**src/rtl/instr_fetch.sv**
```systemverilog
// Instruction fetch: owns the PC, reads the instruction ROM combinationally and
// hands words to decode over valid/ready. Optional halt-on-empty-slot via INSTR_FETCH_HALT_EN.
module instr_fetch #(
   parameter int                ADDR_W   = 7,
   parameter logic [ADDR_W-1:0] RESET_PC = ADDR_W'(4),
   parameter int                PC_STEP  = 4
) (
   input  logic              clk,
   input  logic              rst_n,
   input  logic              fetch_en,
   output logic [ADDR_W-1:0] rom_address,
   output logic              rom_en,
   input  logic [31:0]       rom_out,
   input  logic              redirect_valid,
   input  logic [ADDR_W-1:0] redirect_pc,
   output logic [31:0]       instr,
   output logic [ADDR_W-1:0] instr_pc,
   output logic              instr_valid,
   input  logic              instr_ready,
`ifdef INSTR_FETCH_HALT_EN
   output logic              halted,
`endif
   output logic              misaligned
);

   logic [ADDR_W-1:0] pc;
   logic              load;
   logic              halt_blk;

`ifdef INSTR_FETCH_HALT_EN
   typedef enum logic {RUN = 1'b0, HALT = 1'b1} state_t;
   state_t state, state_nxt;

   always_ff @(posedge clk or negedge rst_n) begin
      if (!rst_n) state <= RUN;
      else        state <= state_nxt;
   end

   // An all-zero word marks an empty ROM slot: deliver it, then stop until redirected.
   always_comb begin
      state_nxt = state;
      if (redirect_valid)
         state_nxt = RUN;
      else if (load && rom_out == 32'h0)
         state_nxt = HALT;
   end

   assign halt_blk = (state == HALT);
   assign halted   = halt_blk;
`else
   assign halt_blk = 1'b0;
`endif

   assign load        = fetch_en & (~instr_valid | instr_ready) & ~redirect_valid & ~halt_blk;
   // Gate with reset so the ROM is never read while the block is held in reset.
   assign rom_en      = load & rst_n;
   assign rom_address = pc;

   always_ff @(posedge clk or negedge rst_n) begin
      if (!rst_n) begin
         pc          <= RESET_PC;
         instr       <= 32'h0;
         instr_pc    <= '0;
         instr_valid <= 1'b0;
         misaligned  <= 1'b0;
      end else if (redirect_valid) begin
         // Redirect wins over load and stall; any held word is dropped.
         instr_valid <= 1'b0;
         pc          <= {redirect_pc[ADDR_W-1:2], 2'b00};
         if (redirect_pc[1:0] != 2'b00)
            misaligned <= 1'b1;
      end else if (load) begin
         instr       <= rom_out;
         instr_pc    <= pc;
         instr_valid <= 1'b1;
         pc          <= pc + ADDR_W'(PC_STEP);
      end else if (instr_valid && instr_ready) begin
         instr_valid <= 1'b0;
      end
   end

endmodule

```
**config.mk**
```make
export PLATFORM = sky130hd
export DESIGN_NAME = instr_fetch
export DESIGN_NICKNAME = d
export VERILOG_FILES = /design/src/rtl/instr_fetch.sv
export SDC_FILE = /design/constraint.sdc
export NUM_CORES = 1
export LEC_CHECK = 0
export ABC_AREA = 0
export ABC_CLOCK_PERIOD_IN_PS = 2300
export BUFFER_PORTS_ARGS = -buffer_cell sky130_fd_sc_hd__buf_2
export CAP_MARGIN = 40
export CORE_MARGIN = 5
export CORE_UTILIZATION = 30
export CTS_CLUSTER_DIAMETER = 200
export DETAILED_ROUTE_END_ITERATION = 6
export MAX_ROUTING_LAYER = met4
export PLACE_DENSITY = 0.65
export SLEW_MARGIN = 20
export SYNTH_ARGS = -nofsm -noshare
export SYNTH_HDL_FRONTEND = slang
export SYNTH_SLANG_ARGS = --single-unit
```
**constraint.sdc**
```tcl
create_clock -name clk -period 2.3 [get_ports clk]
set_input_delay 0.115 -clock clk [delete_from_list [all_inputs] [get_ports clk]]
set_output_delay 0.115 -clock clk [all_outputs]
set_load 0.02 [all_outputs]
```
==> flow_summary.ini, run 1 <==
[synth]
synthTopCellsByArea = dfrtp_1 (58%), mux2_2 (19%), mux2_4 (4.9%), buf_4 (2.0%), buf_8 (1.6%)
syn_area_um2 = 1850
synth_top_cell_by_area = dfrtp_1
ys_seq_area_frac = 0.596
synth_cell_types = 27
yosysWarningCount = 0
synth_top_family_by_area = multiplexers
syn_inst = 125
yosys.area_share.xor_xnor = 0
synthAdderAreaFrac = 0.00676
avgSynthCellArea_um2 = 14.8
synth_mux_area_frac = 0.237
yosys_register_bits = 44
synth_top_area_share = 0.581
synth_compound_area_frac = 0.0406
synth_simple_gate_area_frac = 0.0649

[detailed_routing]
viasPerCell = 4.53
drt_pass1_iterations = 4
antenna_left = 0
met3WireLength_um = 390
highest_layer = met4
route.met2.wl_mm = 2.00
drc_errors = 0
wl_met1_mm = 1.74
routed_wl_mm = 4.19
drt_iter0_drc = 36
vias = 1332
wl_per_cell_um = 14.3

[global_route]
grt_use_total = 0.115
grt_pass1_vias = 1409
grt_overflow = 0
grt_start_max_net_pins = 45
grt_pass1_wl_mm = 6.65
antenna_found_initial = 0

[flow_run]
maxCapViolCount = 0

[worst_setup_path]
worst_ep_required_time_ps = 2180
critPathCaptureType = output port
rrSetupSlack_ps = 770
rr_startpoint = rom_address[2]
rr_worst_depth = 4
critPathMaxFanout = 18
setup.worst_path.start_class = register
rr_endpoint = rom_address[6]
cp_data_arrival_time_ps = 1570
crit_type = register to output port

[floorplan]
coreArea_um2 = 5960
die_area_um2 = 7840
initial_core_util = 0.311
io-pin-count = 93
die_w_um = 88.5
fp-row-count = 28
chipHeight_um = 88.5

[timing]
tightest_slew_ps = 562
hold_viol = 0
clock_skew_ps = 6.63
setup_viol = 0
fmax_ghz = 0.594
fin_crit_ps = 1680
fin_ws_ps = 616
slew_viol_final = 0
rsz0062_at_grt = no
fin_crit_sh = 0.732
setup_tns_ps = 0
slew-limit-headroom = 0.625

[cts]
h-tree-depth = 2
cts_root_buf = clkbuf_8
cts.sinks = 44
clk-insertion-delay-late_ps = 290
clk_pin_slew_ps = 90
cts_tree = yes
numCtsBuffers = 5
post-cts-setup-buffer-count = 0
clockBufferDepth = 2

[power_and_ir_drop]
clkPwrFrac = 0.237
combPwrFrac = 0.277
leakagePower_uw = 0.00117
intPower_uw = 1350
ir_worst_vdd_mv = 0.337
power.density_nw_per_um2 = 823
p_seq_frac = 0.486
p_sw_frac = 0.323
switchingPower_uw = 645

[min_path]
hold_start = rom_out[8]
min_to = instr[8]
hold_depth = 2
hold_path.class = input port to register

[final_layout]
diodes = 0
drive_gt1_frac = 0.653
stdcell_area_um2 = 2430
layout.nets = 263
instances_no_fill = 294
area_delta_synth_final_pct = 31.1
layout_commonest_cell = buf_2
final_cell_mix = buf_2 (88), dfrtp_1 (43), mux2_2 (31)

[placed_design]
place_ws_ps = 777
placedCellCount = 285
io_buffer_count = 88
place_area_um2 = 2330
place_hpwl_mm = 3.25
gp_congestion = 0.806

[run_status]
status = finished, final reports clean
-- state kept, by name (all words and copies together) (netlist names) --
register	flops
misaligned	1
rom_address	5
instr_valid	1
instr_pc	5
instr	32
-- cells in the mapped netlist (all sizes together) --
library cell and number:
conb 1, nand2 4, ha 1, dfrtp 43, clkinv 1, nand3 2
nor3 1, a31oi 4, nor2b 1, o31ai 1, or4 1, or2b 1
inv 1, o21ai 4, o311ai 2, and2 1, mux2 37, buf 9
nand2b 1, dfstp 1, or2 1, or3 2, nor2 4, a21oi 1
-- stage by stage --
stage                     hold WS [ps]  power [uW]   util
after floorplan                   -181        1330      -
after global placement             270        1530  0.391
after detailed placement           261        1550  0.391
after CTS                         35.4        2040  0.407
after global routing              34.9        2130  0.407
final                             45.3        2000  0.407
-- how the worst max path moves through the flow --
| stage | from | end | cells past startpoint |
|---|---|---|---|
| final | instr_valid | rom_en | 5 |
| after global routing | instr_valid | rom_en | 5 |
| after CTS | instr_valid | rom_en | 5 |
| after detailed placement | rom_address[2] | rom_address[6] | 4 |
| after global placement | rom_address[2] | rom_address[6] | 4 |
| after floorplan | instr_valid | instr[24] | 6 |
-- layer usage --
layer  vias to the layer above  track usage
li1                        621            -
met1                       641        0.133
met2                        62        0.189
met3                         8       0.0289
met4                         0       0.0495
met5                         -            -
-- power groups by stage --
stage | logic [uW] | clock network (uW) | registers [uW]
2_1_floorplan | 187 | 0 | 1140
5_1_grt | 595 | 542 | 991
6_report | 552 | 473 | 971
4_1_cts | 563 | 505 | 973
3_3_place_gp | 552 | 0 | 982
3_5_place_dp | 561 | 0 | 988
-- area by class of cell --
class | instances | area (um^2)
well taps | 75 | 93.8
clock inverters | 3 | 18.8
multi-input cells | 73 | 662
flip-flops and latches | 44 | 1100
fillers | 587 | 3530
clock buffers | 5 | 68.8
inverters | 2 | 7.51
repair buffers | 92 | 473
-- worst max-delay path: stages, from the launching register on --
cell     delay (ps)
dfrtp_1         400
nor2b_4         160
nor3_4          120
buf_4           280
and2_1          160
buf_2           160
-- logic make-up after synthesis --
family,after synthesis
multiplexers,37
buffers and inverters,11
adder cells (fa/ha/maj),1
flip-flops,44
AND/OR/NAND/NOR,19
other,1
AO/OA/AOI/OAI,12
-- what timing repair did --
item,CTS,global route
hold buffers,1,0
resized for setup,0,0
hold endpoints to repair,43,0
No activity file was read; power rests on OpenSTA's default activity.
==> inputs of run 2 (changes only) <==
- ABC_AREA: 0 -> 1
- ABC_CLOCK_PERIOD_IN_PS: 2300 -> 1600
- clock period: 2.3 -> 1.6 ns (I/O delays scaled with it)
==> run 2 against run 1 <==
Clock power up 49%. Via count up 33%. Worst hold slack worse by 33 ps. Flip-flop and latch count unchanged. Global-route usage up 2.4 points. Synthesized cell count up 70%. Power up 44%. Sequential share of layout area down 6.1 points. Critical endpoint is now instr_pc[5]. Largest power group unchanged.
==> flow_summary.ini, run 2 <==
[final_layout]
area_delta_synth_final_pct = 51.6
final-seq-area_um2 = 1100
regMostFlops = instr
drive_gt1_frac = 0.316
fillers = 596
diodes = 0
largest_reg_flops = 32
layout.nets = 386
final_cell_mix = nand2_1 (122), buf_2 (88), dfrtp_1 (43)
multi_input_area_um2 = 619
layout_commonest_cell = nand2_1

[synth]
synth_simple_gate_area_frac = 0.289
yosysWarningCount = 0
yosys.area_share.xor_xnor = 0.00473
synth_mux_area_frac = 0
synth_edf_count = 0
synth_top_cell_by_area = dfrtp_1
synth_top_area_share = 0.581
synthTopCellsByArea = dfrtp_1 (58%), nand2_1 (25%), buf_6 (2.4%), nand3_1 (2.2%), buf_4 (1.6%)
async_flop_share = 1.00
synth_cell_types = 21
avgSynthCellArea_um2 = 8.69
synth.most_common_cell = nand2_1
synth_top_family_by_area = simple AND/OR/NAND/NOR gates
ys_seq_area_frac = 0.596
ys.flop_type = dfrtp_1
synthAdderAreaFrac = 0.00676
synth_compound_area_frac = 0.0257
synth_commonest_cells = nand2_1 (122), dfrtp_1 (43), nand3_1 (8)
yosys_register_bits = 44
syn_area_um2 = 1850
syn_inst = 213

[power_and_ir_drop]
leakagePower_uw = 0.00159
ir_worst_vdd_mv = 0.473
power.density_nw_per_um2 = 1030

[global_route]
grt_use_total = 0.139
grt_pass1_vias = 1763
grt_pass1_wl_mm = 8.17
grt_overflow = 0
grt_start_max_net_pins = 45
antenna_found_initial = 0

[worst_setup_path]
crit_type = register to register
cp_top_family = buffers and inverters
worst_ep_required_time_ps = 1810
rrSetupSlack_ps = 260
critPathCaptureType = register
critPathMaxFanout = 26
setup.worst_path.start_class = register
critical-path-max-stage-delay_ps = 340
cp.depth = 6
cp_data_arrival_time_ps = 1560
critical_path.slowest_cell = dfrtp_1
rr_worst_depth = 6
cp_cell_sequence = nand2_1, nand3_4, buf_4, buf_4, nand2_1, o21ai_1
path_buf_inv = 2

[detailed_routing]
drt_iter0_drc = 73
routed_wl_mm = 5.04
drt_pass1_iterations = 4
wl_per_cell_um = 12.1
vias = 1772
viasPerCell = 4.25
drc_errors = 0
antenna_left = 0

[cts]
clk_pin_slew_ps = 80
h-tree-depth = 2
cts_root_buf = clkbuf_8
numCtsBuffers = 5
clk-insertion-delay-late_ps = 290
clockBufferDepth = 2
cts.sinks = 44
cts_tree = yes

[floorplan]
chipHeight_um = 88.5
io-pin-count = 93
fp-row-count = 28
die_w_um = 88.5
initial_core_util = 0.311
die_area_um2 = 7840
coreArea_um2 = 5960

[placed_design]
place_ws_ps = 226
place_hpwl_mm = 3.30
io_buffer_count = 88
gp_congestion = 0.755

[timing]
fin_ws_ps = 256
slew-limit-headroom = 0.622
rsz0062_at_grt = no
setup_tns_ps = 0
tightest_slew_ps = 567
fmax_ghz = 0.744
fin_crit_ps = 1340
clock_skew_ps = 6.24
setup_viol = 0
hold_viol = 0
slew_viol_final = 0
fin_crit_sh = 0.840

[min_path]
hold_path.class = input port to register
hold_depth = 3

[flow_run]
maxCapViolCount = 0

[run_status]
status = finished, final reports clean
run 2: cell types whose count changed in the layout (fill, tap and decap cells not counted), moves of 4 or more:
cell / delta
nand3_1: +6
nand2_1: +118
dlygate4sd3_1: +32
inv_1: +6
a31oi_1: -4
o21ai_1: +4
mux2_2: -31
mux2_4: -6
buf_4: +6
run 2: path summary, 6_finish.rpt:
kind,startpoint,endpoint
hold reg to reg,misaligned,misaligned
setup reg to reg,instr_valid,instr_pc[5]
setup / recovery,instr_valid,instr_pc[5]
min in group asynchronous,rst_n,instr_valid
max in group asynchronous,rst_n,instr[25]
hold / removal,redirect_pc[5],rom_address[5]
run 2: stage by stage:
step / cell area, um^2 / utilization / hold WS (ps) / total power (uW) / instances
global placement: 2310 / 0.388 / 239 / 2100 / 368
global route: 2810 / 0.471 / 17.7 / 3070 / 417
floorplan: 1860 / - / -216 / 1830 / 216
CTS: 2730 / 0.459 / 2.63 / 2910 / 409
detailed placement: 2310 / 0.388 / 239 / 2120 / 368
finish: 2810 / 0.471 / 12.6 / 2880 / 417
run 2: power breakdown:
| group | leakage (uW) | total, uW | internal [uW] | switching [uW] |
|---|---|---|---|---|
| sequential | 0.000540 | 1380 | 1270 | 104 |
| clock | 0.0000455 | 705 | 352 | 352 |
| combinational | 0.00101 | 794 | 311 | 483 |
run 2: what timing repair did:
item	4_1_cts	5_1_grt
buffers inserted	0	8
endpoints found under the setup margin	0	1
hold endpoints to repair	75	0
resized for setup	0	0
hold buffers	33	0
run 2: cell families (layout without fill, tap and decap cells):
family                   count (synthesis)  after routing
other                                    1              4
XOR/XNOR                                 1              1
adder cells (fa/ha/maj)                  1              1
flip-flops                              44             44
buffers and inverters                   22            148
AO/OA/AOI/OAI                            9              9
AND/OR/NAND/NOR                        135            135
run 2: worst register-to-register path, stage by stage, from the launching register on:
cell and delay, ps:
dfrtp_1 340, nand2_1 120, nand3_4 130, buf_4 190, buf_4 310, nand2_1 80, o21ai_1 90
run 2: layout make-up:
| cell class | instances | area share |
|---|---|---|
| Timing Repair Buffer | 131 | 0.306 |
| Inverter | 9 | 0.0147 |
| Sequential cell | 44 | 0.393 |
| Clock buffer | 8 | 0.0321 |
| Multi-Input combinational cell | 150 | 0.221 |
| Tap cell | 75 | 0.0335 |
run 2: routing by layer:
layer | part of all wire | track usage | vias to the layer above
met5 | 0 | - | -
met4 | 0.0075 | 0.0385 | 0
met3 | 0.064 | 0.0345 | 4
met2 | 0.49 | 0.232 | 58
met1 | 0.44 | 0.167 | 815
li1 | - | - | 895
==> inputs of run 3 (changes only) <==
- ABC_CLOCK_PERIOD_IN_PS: 1600 -> 1100
- PLACE_DENSITY: 0.65 -> 0.67
- clock period: 1.6 -> 1.1 ns (I/O delays scaled with it)
==> run 3 against run 2 <==
The flow now finishes with violations (negative setup slack). Final cell count grew 2.2%. Die area is the same. Via count grew 3.5%. Critical endpoint is now rom_en. Largest cell class unchanged. Largest power group unchanged.
==> flow_summary.ini, run 3 (synthesis gave the netlist of run 2 again) <==
[power_and_ir_drop]
clkPwrFrac = 0.238
power.density_nw_per_um2 = 1420
intPower_uw = 2900
switchingPower_uw = 1420
total_power_uw = 4320
p_sw_frac = 0.328
p_seq_frac = 0.464
combPwrFrac = 0.298
leakagePower_uw = 0.00169
ir_worst_vdd_mv = 0.770

[global_route]
antenna_found_initial = 0
grt_start_max_net_pins = 45
grt_pass1_wl_mm = 8.15
grt_overflow = 0
grt_pass1_vias = 1740
grt_use_total = 0.139

[timing]
setup_tns_ps = -2130
fin_crit_ps = 1230
slew-limit-headroom = 0.630
fin_ws_ps = -132
rsz0062_at_grt = yes
whs_ps = 6.32
setup_viol = 42
tightest_slew_ps = 555
clock_skew_ps = 10.4
fin_crit_sh = 1.12
slew_viol_final = 0
hold_viol = 0
fmax_ghz = 0.812

[final_layout]
largest_reg_flops = 32
layout_commonest_cell = nand2_1
diodes = 0
final_util = 0.511
layout.nets = 395
drive_gt1_frac = 0.353
final_cell_mix = nand2_1 (119), buf_2 (86), dfrtp_1 (42)
area_delta_synth_final_pct = 64.5
regMostFlops = instr

[worst_setup_path]
setup.worst_path.start_class = register
worst_ep_required_time_ps = 1040
rrSetupSlack_ps = -130
rr_endpoint = instr[23]
critical-path-max-stage-delay_ps = 390
critical_path.slowest_cell = dfrtp_1
path_buf_inv = 2
critPathCaptureType = output port
cp_top_family = flip-flops
rr_worst_depth = 6
cp_cell_sequence = nand2_2, nand3_4, buf_12, nor2_4, buf_6
cp_data_arrival_time_ps = 1180
critPathMaxFanout = 2
rr_startpoint = instr_valid
crit_type = register to output port

[floorplan]
coreArea_um2 = 5960
fp-row-count = 28
die_area_um2 = 7840
die_w_um = 88.5
initial_core_util = 0.311
io-pin-count = 93
chipHeight_um = 88.5

[min_path]
min_to = misaligned
hold_path.class = input port to register
hold_start = redirect_pc[1]
hold_depth = 3

[placed_design]
gp_congestion = 0.822
place_hpwl_mm = 3.28
io_buffer_count = 88

[detailed_routing]
drc_errors = 0
antenna_left = 0
vias = 1834
routed_wl_mm = 5.51
viasPerCell = 4.31
wl_per_cell_um = 12.9
drt_iter0_drc = 56
drt_pass1_iterations = 4

[cts]
clockBufferDepth = 2
cts_tree = yes
clk_pin_slew_ps = 90
clk-insertion-delay-late_ps = 290
cts_root_buf = clkbuf_8
numCtsBuffers = 5
h-tree-depth = 2
cts.sinks = 44

[flow_run]
maxCapViolCount = 0

[run_status]
violations = negative setup slack
status = finished with violations
==> run 3: cell count changes in the layout (fill, tap and decap cells not counted), moves of 3 or more <==
cell | before | now
buf_6 | 0 | 4
dlygate4sd3_1 | 33 | 37
buf_4 | 9 | 6
nand2_1 | 122 | 119
nand2_2 | 0 | 3
==> run 3: cell type report <==
type / instances / area (um^2)
Tap cell: 75 / 93.8
Sequential cell: 44 / 1100
Clock buffer: 6 / 82.6
Fill cell: 559 / 2910
Inverter: 9 / 46.3
Clock inverter: 2 / 10.0
Timing Repair Buffer: 140 / 1050
Multi-Input combinational cell: 150 / 659
==> run 3: metrics by stage <==
stage	cell area [um^2]	setup slack [ps]	std cells
after global routing	3040	-216	426
after floorplan	1880	-74.5	216
after detailed placement	2410	13.7	373
final	3040	-132	426
after global placement	2410	18.2	373
after CTS	2950	-137	422
==> run 3: worst register-to-register path: cells and delay by family, from the launching register on <==
kind | cells | cell delay, ps
and+or+nand+nor | 4 | 280
buffers and inverters | 2 | 450
DFF | 1 | 390
==> run 3: routing by layer <==
layer,part of all wire,up-vias,track usage
li1,-,919,-
met3,0.073,6,0.0345
met5,0,-,-
met1,0.43,838,0.165
met2,0.49,71,0.231
met4,0.0083,0,0.0440
==> run 3: worst max-delay path by stage <==
stage / slack [ps] / endpoint / cells past startpoint / from
3_3_place_gp: 20 / rom_address[6] / 6 / rom_address[2]
3_5_place_dp: 10 / rom_address[6] / 6 / rom_address[2]
6_report: -130 / rom_en / 5 / instr_valid
2_1_floorplan: -70 / rom_address[6] / 6 / rom_address[2]
5_1_grt: -220 / instr[30] / 6 / instr_valid
4_1_cts: -140 / rom_en / 5 / instr_valid
==> run 3: timing repair <==
action | 4_1_cts | 5_1_grt
endpoints found under the setup margin | 3 | 45
pin swaps | 1 | 2
gates resized for setup | 7 | 9
hold buffers | 37 | 0
cloned | 1 | 3
buffers inserted | 3 | 1
hold endpoints to repair | 79 | 0
==> run 3: power groups by stage <==
stage | Clock (uW) | Sequential (uW) | Combinational (uW)
finish | 1030 | 2000 | 1290
global route | 1140 | 2040 | 1420
CTS | 1080 | 2000 | 1250
detailed placement | 0 | 2030 | 1100
global placement | 0 | 2030 | 1090
floorplan | 0 | 2320 | 361
